==> config.mk <==
export PLATFORM = sky130hd
export DESIGN_NAME = alu_ctrl_seq
export DESIGN_NICKNAME = d
export VERILOG_FILES = /design/src/rtl/alu_ctrl_seq_pkg.sv /design/src/rtl/alu_ctrl_seq_decode.sv /design/src/rtl/alu_ctrl_seq.sv
export SDC_FILE = /design/constraint.sdc
export NUM_CORES = 1
export LEC_CHECK = 0
export CORE_AREA = 2 2 62 64
export CTS_BUF_LIST = sky130_fd_sc_hd__clkbuf_8
export DETAILED_ROUTE_END_ITERATION = 8
export DIE_AREA = 0 0 64 66
export HOLD_SLACK_MARGIN = 0.02
export PLACE_DENSITY_LB_ADDON = 0.2
export SLEW_MARGIN = 15
export SYNTH_ARGS = -nofsm -noshare
export SYNTH_HDL_FRONTEND = slang
export SYNTH_HIERARCHICAL = 1
export SYNTH_SLANG_ARGS = --single-unit
==> constraint.sdc <==
create_clock -name clk_i -period 2.15 [get_ports clk_i]
set_input_delay 0.5375 -clock clk_i [delete_from_list [all_inputs] [get_ports clk_i]]
set_output_delay 0.5375 -clock clk_i [all_outputs]
set_load 0.01 [all_outputs]
==> src/rtl/alu_ctrl_seq_pkg.sv <==
// Shared types and encodings for the registered ALU controller.
// ALUOp, funct and ALU control codes plus the sequencer state.
package alu_ctrl_seq_pkg;

  typedef enum logic [1:0] {
    IDLE = 2'd0,
    BUSY = 2'd1,
    DONE = 2'd2
  } state_t;

  localparam logic [2:0] OP_BEQ   = 3'b001;
  localparam logic [2:0] OP_RTYPE = 3'b010;
  localparam logic [2:0] OP_BNE   = 3'b011;
  localparam logic [2:0] OP_ADDI  = 3'b100;
  localparam logic [2:0] OP_LUI   = 3'b101;
  localparam logic [2:0] OP_ORI   = 3'b110;

  localparam logic [5:0] F_SRA   = 6'b000011;
  localparam logic [5:0] F_SRAV  = 6'b000111;
  localparam logic [5:0] F_MFHI  = 6'b010000;
  localparam logic [5:0] F_MFLO  = 6'b010010;
  localparam logic [5:0] F_MULT  = 6'b011000;
  localparam logic [5:0] F_MULTU = 6'b011001;
  localparam logic [5:0] F_DIV   = 6'b011010;
  localparam logic [5:0] F_DIVU  = 6'b011011;
  localparam logic [5:0] F_ADDU  = 6'b100001;
  localparam logic [5:0] F_SUBU  = 6'b100011;
  localparam logic [5:0] F_AND   = 6'b100100;
  localparam logic [5:0] F_OR    = 6'b100101;
  localparam logic [5:0] F_SLT   = 6'b101010;
  localparam logic [5:0] F_SLTU  = 6'b101011;

  localparam logic [3:0] C_AND  = 4'b0000;
  localparam logic [3:0] C_OR   = 4'b0001;
  localparam logic [3:0] C_ADD  = 4'b0010;
  localparam logic [3:0] C_NE   = 4'b0101;
  localparam logic [3:0] C_SUB  = 4'b0110;
  localparam logic [3:0] C_SLTU = 4'b0111;
  localparam logic [3:0] C_SLT  = 4'b1000;
  localparam logic [3:0] C_SRA  = 4'b1001;
  localparam logic [3:0] C_SRAV = 4'b1010;
  localparam logic [3:0] C_LUI  = 4'b1011;
  localparam logic [3:0] C_MDU  = 4'b1100;
  localparam logic [3:0] C_MFHI = 4'b1101;
  localparam logic [3:0] C_MFLO = 4'b1110;
  localparam logic [3:0] C_ILL  = 4'b1111;

  typedef struct packed {
    logic [3:0] ctrl;
    logic       is_mdu;
    logic [1:0] mdu_op;
    logic       illegal;
  } dec_t;

  function automatic dec_t dec_ok(input logic [3:0] ctrl);
    dec_t d;
    d.ctrl    = ctrl;
    d.is_mdu  = 1'b0;
    d.mdu_op  = 2'b00;
    d.illegal = 1'b0;
    return d;
  endfunction

  function automatic dec_t dec_bad();
    dec_t d;
    d.ctrl    = C_ILL;
    d.is_mdu  = 1'b0;
    d.mdu_op  = 2'b00;
    d.illegal = 1'b1;
    return d;
  endfunction

  function automatic dec_t dec_mdu(input logic [1:0] op);
    dec_t d;
    d.ctrl    = C_MDU;
    d.is_mdu  = 1'b1;
    d.mdu_op  = op;
    d.illegal = 1'b0;
    return d;
  endfunction

endpackage

==> src/rtl/alu_ctrl_seq_decode.sv <==
// Combinational (aluop, funct) -> ALU control table.
// ALUOp codes take priority; funct is consulted only for R-type.
module alu_ctrl_seq_decode
  import alu_ctrl_seq_pkg::*;
#(
  parameter int ALUOP_W = 3
) (
  input  logic [ALUOP_W-1:0] aluop,
  input  logic [5:0]         funct,
  output dec_t               dec
);

  dec_t rdec;

  always_comb begin
    rdec = dec_bad();
    unique case (funct)
      F_ADDU:  rdec = dec_ok(C_ADD);
      F_SUBU:  rdec = dec_ok(C_SUB);
      F_AND:   rdec = dec_ok(C_AND);
      F_OR:    rdec = dec_ok(C_OR);
      F_SLT:   rdec = dec_ok(C_SLT);
      F_SLTU:  rdec = dec_ok(C_SLTU);
      F_SRA:   rdec = dec_ok(C_SRA);
      F_SRAV:  rdec = dec_ok(C_SRAV);
      F_MFHI:  rdec = dec_ok(C_MFHI);
      F_MFLO:  rdec = dec_ok(C_MFLO);
      F_MULT,
      F_MULTU,
      F_DIV,
      F_DIVU:  rdec = dec_mdu(funct[1:0]);
      default: rdec = dec_bad();
    endcase
  end

  always_comb begin
    dec = dec_bad();
    unique case (1'b1)
      aluop == ALUOP_W'(OP_ADDI):  dec = dec_ok(C_ADD);
      aluop == ALUOP_W'(OP_BEQ):   dec = dec_ok(C_SUB);
      aluop == ALUOP_W'(OP_LUI):   dec = dec_ok(C_LUI);
      aluop == ALUOP_W'(OP_ORI):   dec = dec_ok(C_OR);
      aluop == ALUOP_W'(OP_BNE):   dec = dec_ok(C_NE);
      aluop == ALUOP_W'(OP_RTYPE): dec = rdec;
      default:                     dec = dec_bad();
    endcase
  end

endmodule

==> src/rtl/alu_ctrl_seq.sv <==
// Registered ALU controller with multi-cycle MDU sequencing.
// One-cycle decode latency; MDU ops stall the pipe while BUSY.
module alu_ctrl_seq
  import alu_ctrl_seq_pkg::*;
#(
  parameter int CTRL_W     = 4,
  parameter int ALUOP_W    = 3,
  parameter int MUL_CYCLES = 4,
  parameter int DIV_CYCLES = 32
) (
  input  logic               clk_i,
  input  logic               rst_i,
  input  logic               valid_i,
  input  logic [ALUOP_W-1:0] aluop_i,
  input  logic [5:0]         funct_i,
  input  logic               flush_i,
  output logic               ready_o,
  output logic               valid_o,
  output logic [CTRL_W-1:0]  aluctrl_o,
  output logic               illegal_o,
  output logic               mdu_start_o,
  output logic [1:0]         mdu_op_o,
  output logic               hilo_we_o,
  output logic               stall_o
);

  localparam int CNT_W = $clog2(DIV_CYCLES + 1);

  state_t            state;
  state_t            state_n;
  logic [CNT_W-1:0]  cnt;
  logic [CNT_W-1:0]  cnt_n;
  logic              valid_n;
  logic [CTRL_W-1:0] ctrl_n;
  logic              ill_n;
  logic              start_n;
  logic [1:0]        op_n;
  logic              hilo_n;
  logic              accept;
  dec_t              dec;

  alu_ctrl_seq_decode #(
    .ALUOP_W (ALUOP_W)
  ) u_decode (
    .aluop (aluop_i),
    .funct (funct_i),
    .dec   (dec)
  );

  assign ready_o = (state == IDLE);
  assign stall_o = (state == BUSY);
  assign accept  = valid_i && ready_o && !flush_i;

  always_comb begin
    state_n = state;
    cnt_n   = cnt;
    valid_n = 1'b0;
    ctrl_n  = aluctrl_o;
    ill_n   = 1'b0;
    start_n = 1'b0;
    op_n    = mdu_op_o;
    hilo_n  = 1'b0;
    if (flush_i) begin
      // DONE outputs are already visible; flush only redirects state
      state_n = IDLE;
      cnt_n   = '0;
    end else begin
      unique case (state)
        IDLE: begin
          if (accept && dec.is_mdu) begin
            state_n = BUSY;
            start_n = 1'b1;
            op_n    = dec.mdu_op;
            cnt_n   = dec.mdu_op[1] ? CNT_W'(DIV_CYCLES - 1)
                                    : CNT_W'(MUL_CYCLES - 1);
          end else if (accept) begin
            valid_n = 1'b1;
            ctrl_n  = CTRL_W'(dec.ctrl);
            ill_n   = dec.illegal;
          end
        end
        BUSY: begin
          if (cnt == '0) begin
            state_n = DONE;
            valid_n = 1'b1;
            ctrl_n  = CTRL_W'(C_MDU);
            hilo_n  = 1'b1;
          end else begin
            cnt_n = cnt - CNT_W'(1);
          end
        end
        DONE:    state_n = IDLE;
        default: state_n = IDLE;
      endcase
    end
  end

  always_ff @(posedge clk_i or posedge rst_i) begin
    if (rst_i) begin
      state       <= IDLE;
      cnt         <= '0;
      valid_o     <= 1'b0;
      aluctrl_o   <= CTRL_W'(C_ILL);
      illegal_o   <= 1'b0;
      mdu_start_o <= 1'b0;
      mdu_op_o    <= 2'b00;
      hilo_we_o   <= 1'b0;
    end else begin
      state       <= state_n;
      cnt         <= cnt_n;
      valid_o     <= valid_n;
      aluctrl_o   <= ctrl_n;
      illegal_o   <= ill_n;
      mdu_start_o <= start_n;
      mdu_op_o    <= op_n;
      hilo_we_o   <= hilo_n;
    end
  end

endmodule
## Word-level counts from Yosys, hierarchy flattened

Index checks and enable logic that the tools add are counted.

| cells by class | value |
|---|---|
| $add $sub $neg | 1 |
| reductions and logical operators | 13 |
| bitwise gates (word level) | 1 |
| equal/unequal tests | 27 |
| muxes and demuxes | 29 |

Operators by type and width:

| operator | number |
|---|---|
| case mux 8 bit (11 select lines) | 1 |
| case mux 8 bit (6 select lines) | 1 |
| equality test 6 x 5 -> 1 bit, second input constant | 6 |
| equality test 6 bit, second input constant | 6 |
| two-way mux 6 bit | 3 |
| two-way mux 1 bit | 13 |
| two-way mux 4 bit | 3 |
| case mux 6 bit (2 select lines) | 1 |
| equality test 3 bit, second input constant | 3 |
| case mux 4 bit (2 select lines) | 1 |
| equality test 3 x 2 -> 1 bit, second input constant | 2 |
| equality test 6 x 2 -> 1 bit, second input constant | 1 |
| equality test 6 x 3 -> 1 bit, second input constant | 1 |
| zero test 6 bit | 1 |
| two-way mux 2 bit | 3 |
| != test 3 x 2 -> 1 bit, second input constant | 2 |
| AND reduction 3 bit | 2 |
| subtractor 6 x 1 -> 6 bit, second input constant | 1 |
| two-way mux 5 bit | 1 |
| AND reduction 5 bit | 1 |
| != test 2 x 1 -> 1 bit, second input constant | 2 |
| case mux 2 bit (2 select lines) | 1 |
| OR reduction 4 bit | 1 |
| equality test 3 x 1 -> 1 bit, second input constant | 1 |
| 11 further kinds | 13 |

| word-level totals | value |
|---|---|
| output and inout port bits | 12 |
| bits of input ports | 13 |
| word-level logic and storage cells | 79 |
| register bits | 18 |

## Logic depth before layout (Yosys ltp)

| depth | value |
|---|---|
| word-level depth | 8 |
| mapped depth | 9 |
| depth with buffers taken out | 7 |

## Hierarchy

The synthesis kept the hierarchy.

By module, submodules not included:

| module | instances | cells each | area an instance (um^2) | seq. area each (um^2) |
|---|---|---|---|---|
| alu_ctrl_seq | 1 | 93 | 923.4 | 455.4 |
| alu_ctrl_seq_decode | 1 | 46 | 324.1 | 0.0 |

## Worst setup path after synthesis

OpenSTA, ideal clock, no wires.

| path | value |
|---|---|
| kind | input port to flip-flop |
| start point | input port funct_i[5] |
| end point | register cnt[2] |
| library setup time | 82 ps |
| arrival time | 2335 ps |
| buffers on the path | 2 |
| setup slack | -267 ps |
| required time | 2068 ps |
| stages | 9 |
| path through | buf_6 nand2b_4 nor3b_1 and3_1 a21oi_2 or2_0 clkbuf_1 or4_1 a31oi_1 |

RTL lines:

| item | RTL line | source |
|---|---|---|
| from (decl) | alu_ctrl_seq.sv:15 | `input logic [5:0] funct_i,` |
| to (signal assigned) | alu_ctrl_seq.sv:110 | `cnt <= cnt_n;` |
| to (decl) | alu_ctrl_seq.sv:31 | `logic [CNT_W-1:0] cnt;` |

==> results.sh <==
export IMPL_slew_viol_final=0
export IMPL_max_slew_margin_rel_pct=54.80
export IMPL_cp_start_kind="input pin"
export IMPL_crit_path_end_kind="register"
export IMPL_cts_sinks=18
export IMPL_layout_drive_gt1_share_pct=31.22
export IMPL_status="complete, no violations"
export IMPL_grt_pass1_wl_mm=5.844
export IMPL_synth_top_flop_cell="dfrtp_1"
export IMPL_via_per_inst=5.190
export IMPL_postCtsSetupBuffers=0
export IMPL_yosysSeqAreaShare_pct=36.51
export IMPL_period_minus_slack_ns=2.060
export IMPL_p_int_uw=626.6
export IMPL_ir_worst_vdd_v=0.0004876
export IMPL_place_gp_congestion=0.8836
export IMPL_synthTopCellsByArea="dfrtp_1, dfstp_2, inv_1"
export IMPL_grt_pass1_vias=1288
export IMPL_routedWlPerCell_um=13.90
export IMPL_io_pins=25
export IMPL_p_sw_uw=217.5
export IMPL_initial_core_util_pct=35.13
export IMPL_clkTransAtPathRegs_ns=0.08
export IMPL_die_h_um=66
export IMPL_power_uw=844.1
export IMPL_synth_edf_count=0
export IMPL_postRouteAntennaNets=0
export IMPL_port_buffers=24
export IMPL_finalSetupViolCount=0
export IMPL_routed_wl_mm=3.294
export IMPL_cp_slowest_stage_delay_ns=0.50
export IMPL_ys_types=52
export IMPL_layout_nets=205
export IMPL_clk_latency_ns=0.26
export IMPL_first_pass_iters=4
export IMPL_worstSetupPathType="input pin to register"
export IMPL_grt_setup_unrepaired="yes"
export IMPL_coreArea_sq_um=3551
export IMPL_drcViolationCount=0
export IMPL_grt_antenna_before_repair=0
export IMPL_cts_root_buf="clkbuf_8"
export IMPL_synth_top_area_share_pct=28.08
export IMPL_dp_hpwl_mm=2.616
export IMPL_insertedDiodeCount=0
export IMPL_drv_cap=0
export IMPL_worst_path_max_delay_cell="or4_1"
export IMPL_crit_buf_inv=1
export IMPL_grt_overflow=0
export IMPL_ys_top_cells_by_count="dfrtp_1, inv_1, nor2_1, nand2_1, nand3_1"
export IMPL_cp_cell_sequence="dlygate4sd2_1 -> nand2b_4 -> nor3b_4 -> and3_4 -> a21oi_2 -> or2_1 -> or4_1 -> a31oi_1"
export IMPL_grt_use_total_pct=18.00
export IMPL_fmax_mhz=485.4
export IMPL_drt_iter0_markers=47
export IMPL_syn_to_final_growth_pct=45.04
export IMPL_async_flop_share_pct=100.0
export IMPL_sw_frac_of_total_pct=25.77
export IMPL_cts_tree="done"
export IMPL_crit_family="simple AND/OR/NAND/NOR gates"
export IMPL_cts_hold_buffers=0
export IMPL_finalHoldViolations=0
export IMPL_grt_max_degree=19
export IMPL_worstHoldStart="aluctrl_o[1]$_DFFE_PP1P_"
export IMPL_r2r_start="cnt[0]$_DFFE_PP0P_"
export IMPL_syn_nets=154
export IMPL_fin_tns_setup_ns=0
export IMPL_pwr_share_clk_pct=33.8
export IMPL_synth_area_leader_cell="dfrtp_1"
export IMPL_syn_avg_cell_area_sq_um=8.974
export IMPL_worstPathArrival_ns=2.25
export IMPL_numCtsBuffers=3
export IMPL_min_path_type="register to register"
export IMPL_synth_cells=139
export IMPL_tightest_slew_ns=0.6773
export IMPL_power_density_nw_per_um2=466.5
export IMPL_final_area_sq_um=1809
export IMPL_startpoint="funct_i[5]"
export IMPL_required_ns=2.34
export IMPL_leakage_uw=0.0007871
export IMPL_postPlaceCellArea_sq_um=1724
export IMPL_fin_crit_sh_pct=95.81
export IMPL_synth_ff_latch_count=18
export IMPL_yosysWarnings=6
export IMPL_r2r_slack_ns=0.30
export IMPL_vias=1230
export IMPL_dieWidth_um=64
export IMPL_netlist_area_sq_um=1247
export IMPL_h_tree_depth=1
export IMPL_fin_worst_skew_ns=0.01072
export IMPL_synth_most_common_cell="dfrtp_1"
export IMPL_cts_buffer_depth=2
export IMPL_rows=22
export IMPL_die_area_sq_um=4224
export IMPL_pwr_share_comb_pct=22.1
export IMPL_crit_fanout=2
export IMPL_seq_power_share_pct=44.1
## worst reg2reg max path, cell delays in order (launching register included)
cell and delay, ns:
dfrtp_1 0.39, inv_1 0.09, ha_1 0.19, nor2b_1 0.17
and3_1 0.26, or4_1 0.54, a31oi_1 0.13
## stage by stage
step	hold WS [ns]	instances	util (%)	setup WS, ns
after floorplan	0.4702	139	-	-0.1186
after global placement	0.4595	233	48.56	-0.3450
after detailed placement	0.4858	233	48.56	-0.3727
after CTS	0.4975	237	49.96	0.01941
after global routing	0.5155	237	50.95	-0.002055
final	0.4868	237	50.95	0.08999
## state kept, by name, summed over array words and instances (netlist names)
name	cells
aluctrl_o	4
cnt	6
hilo_we_o	1
illegal_o	1
mdu_op_o	2
mdu_start_o	1
state	2
valid_o	1
## repair_timing
item                       in CTS  in global routing
pin swaps                       4                  3
resized for setup               5                  9
setup endpoints to repair       9                  8
## cell families after synthesis
| group | share of synthesized area, % |
|---|---|
| compound gates | 21.67 |
| fa+ha+maj | 2.006 |
| buf+inv | 7.422 |
| flops | 36.51 |
| mux | 2.608 |
| simple gates | 29.79 |
## area by class of cell
type                       count  area, sq um
fill                         344         1742
sequential                    18        456.7
clock buffer                   4        55.05
inverter                      11        41.29
timing repair buffer          53        455.4
multi-input combinational    103        740.7
tap                           48        60.06
## power groups by stage
stage / clock, uW / combinational [uW] / sequential (uW)
finish: 285 / 187 / 372
global route: 298 / 204 / 375
CTS: 289 / 182 / 373
detailed placement: 0 / 184 / 378
global placement: 0 / 181 / 377
floorplan: 0 / 73.3 / 385
## cell usage in the layout (no fill, tap or decap), types with 5 or more instances in the layout
cell type / Yosys / routed
dfrtp_1: 14 / 13
clkdlybuf4s50_1: 0 / 19
nand2_1: 8 / 8
a21oi_1: 5 / 5
nor2_1: 11 / 10
nand3_1: 6 / 6
buf_4: 0 / 29
inv_1: 11 / 11
## path summary, 6_finish.rpt
kind	depth (start not counted)	endpoint
hold / removal	2	aluctrl_o[1]$_DFFE_PP1P_
max in group asynchronous	2	state[0]$_DFFE_PP0P_
setup reg to reg	6	cnt[2]$_DFFE_PP0P_
min in group asynchronous	2	state[1]$_DFFE_PP0P_
setup / recovery	8	cnt[2]$_DFFE_PP0P_
hold reg to reg	2	aluctrl_o[1]$_DFFE_PP1P_
## metal layers
layer / GRT usage [%] / vias up / part of all wire (%)
met5: 0 / - / 0
met4: 7.609 / 0 / 1.2
met3: 4.089 / 4 / 3.1
met2: 28.52 / 30 / 49
met1: 23.56 / 591 / 47
li1: - / 605 / -
Power figures use the tool's default switching activity.
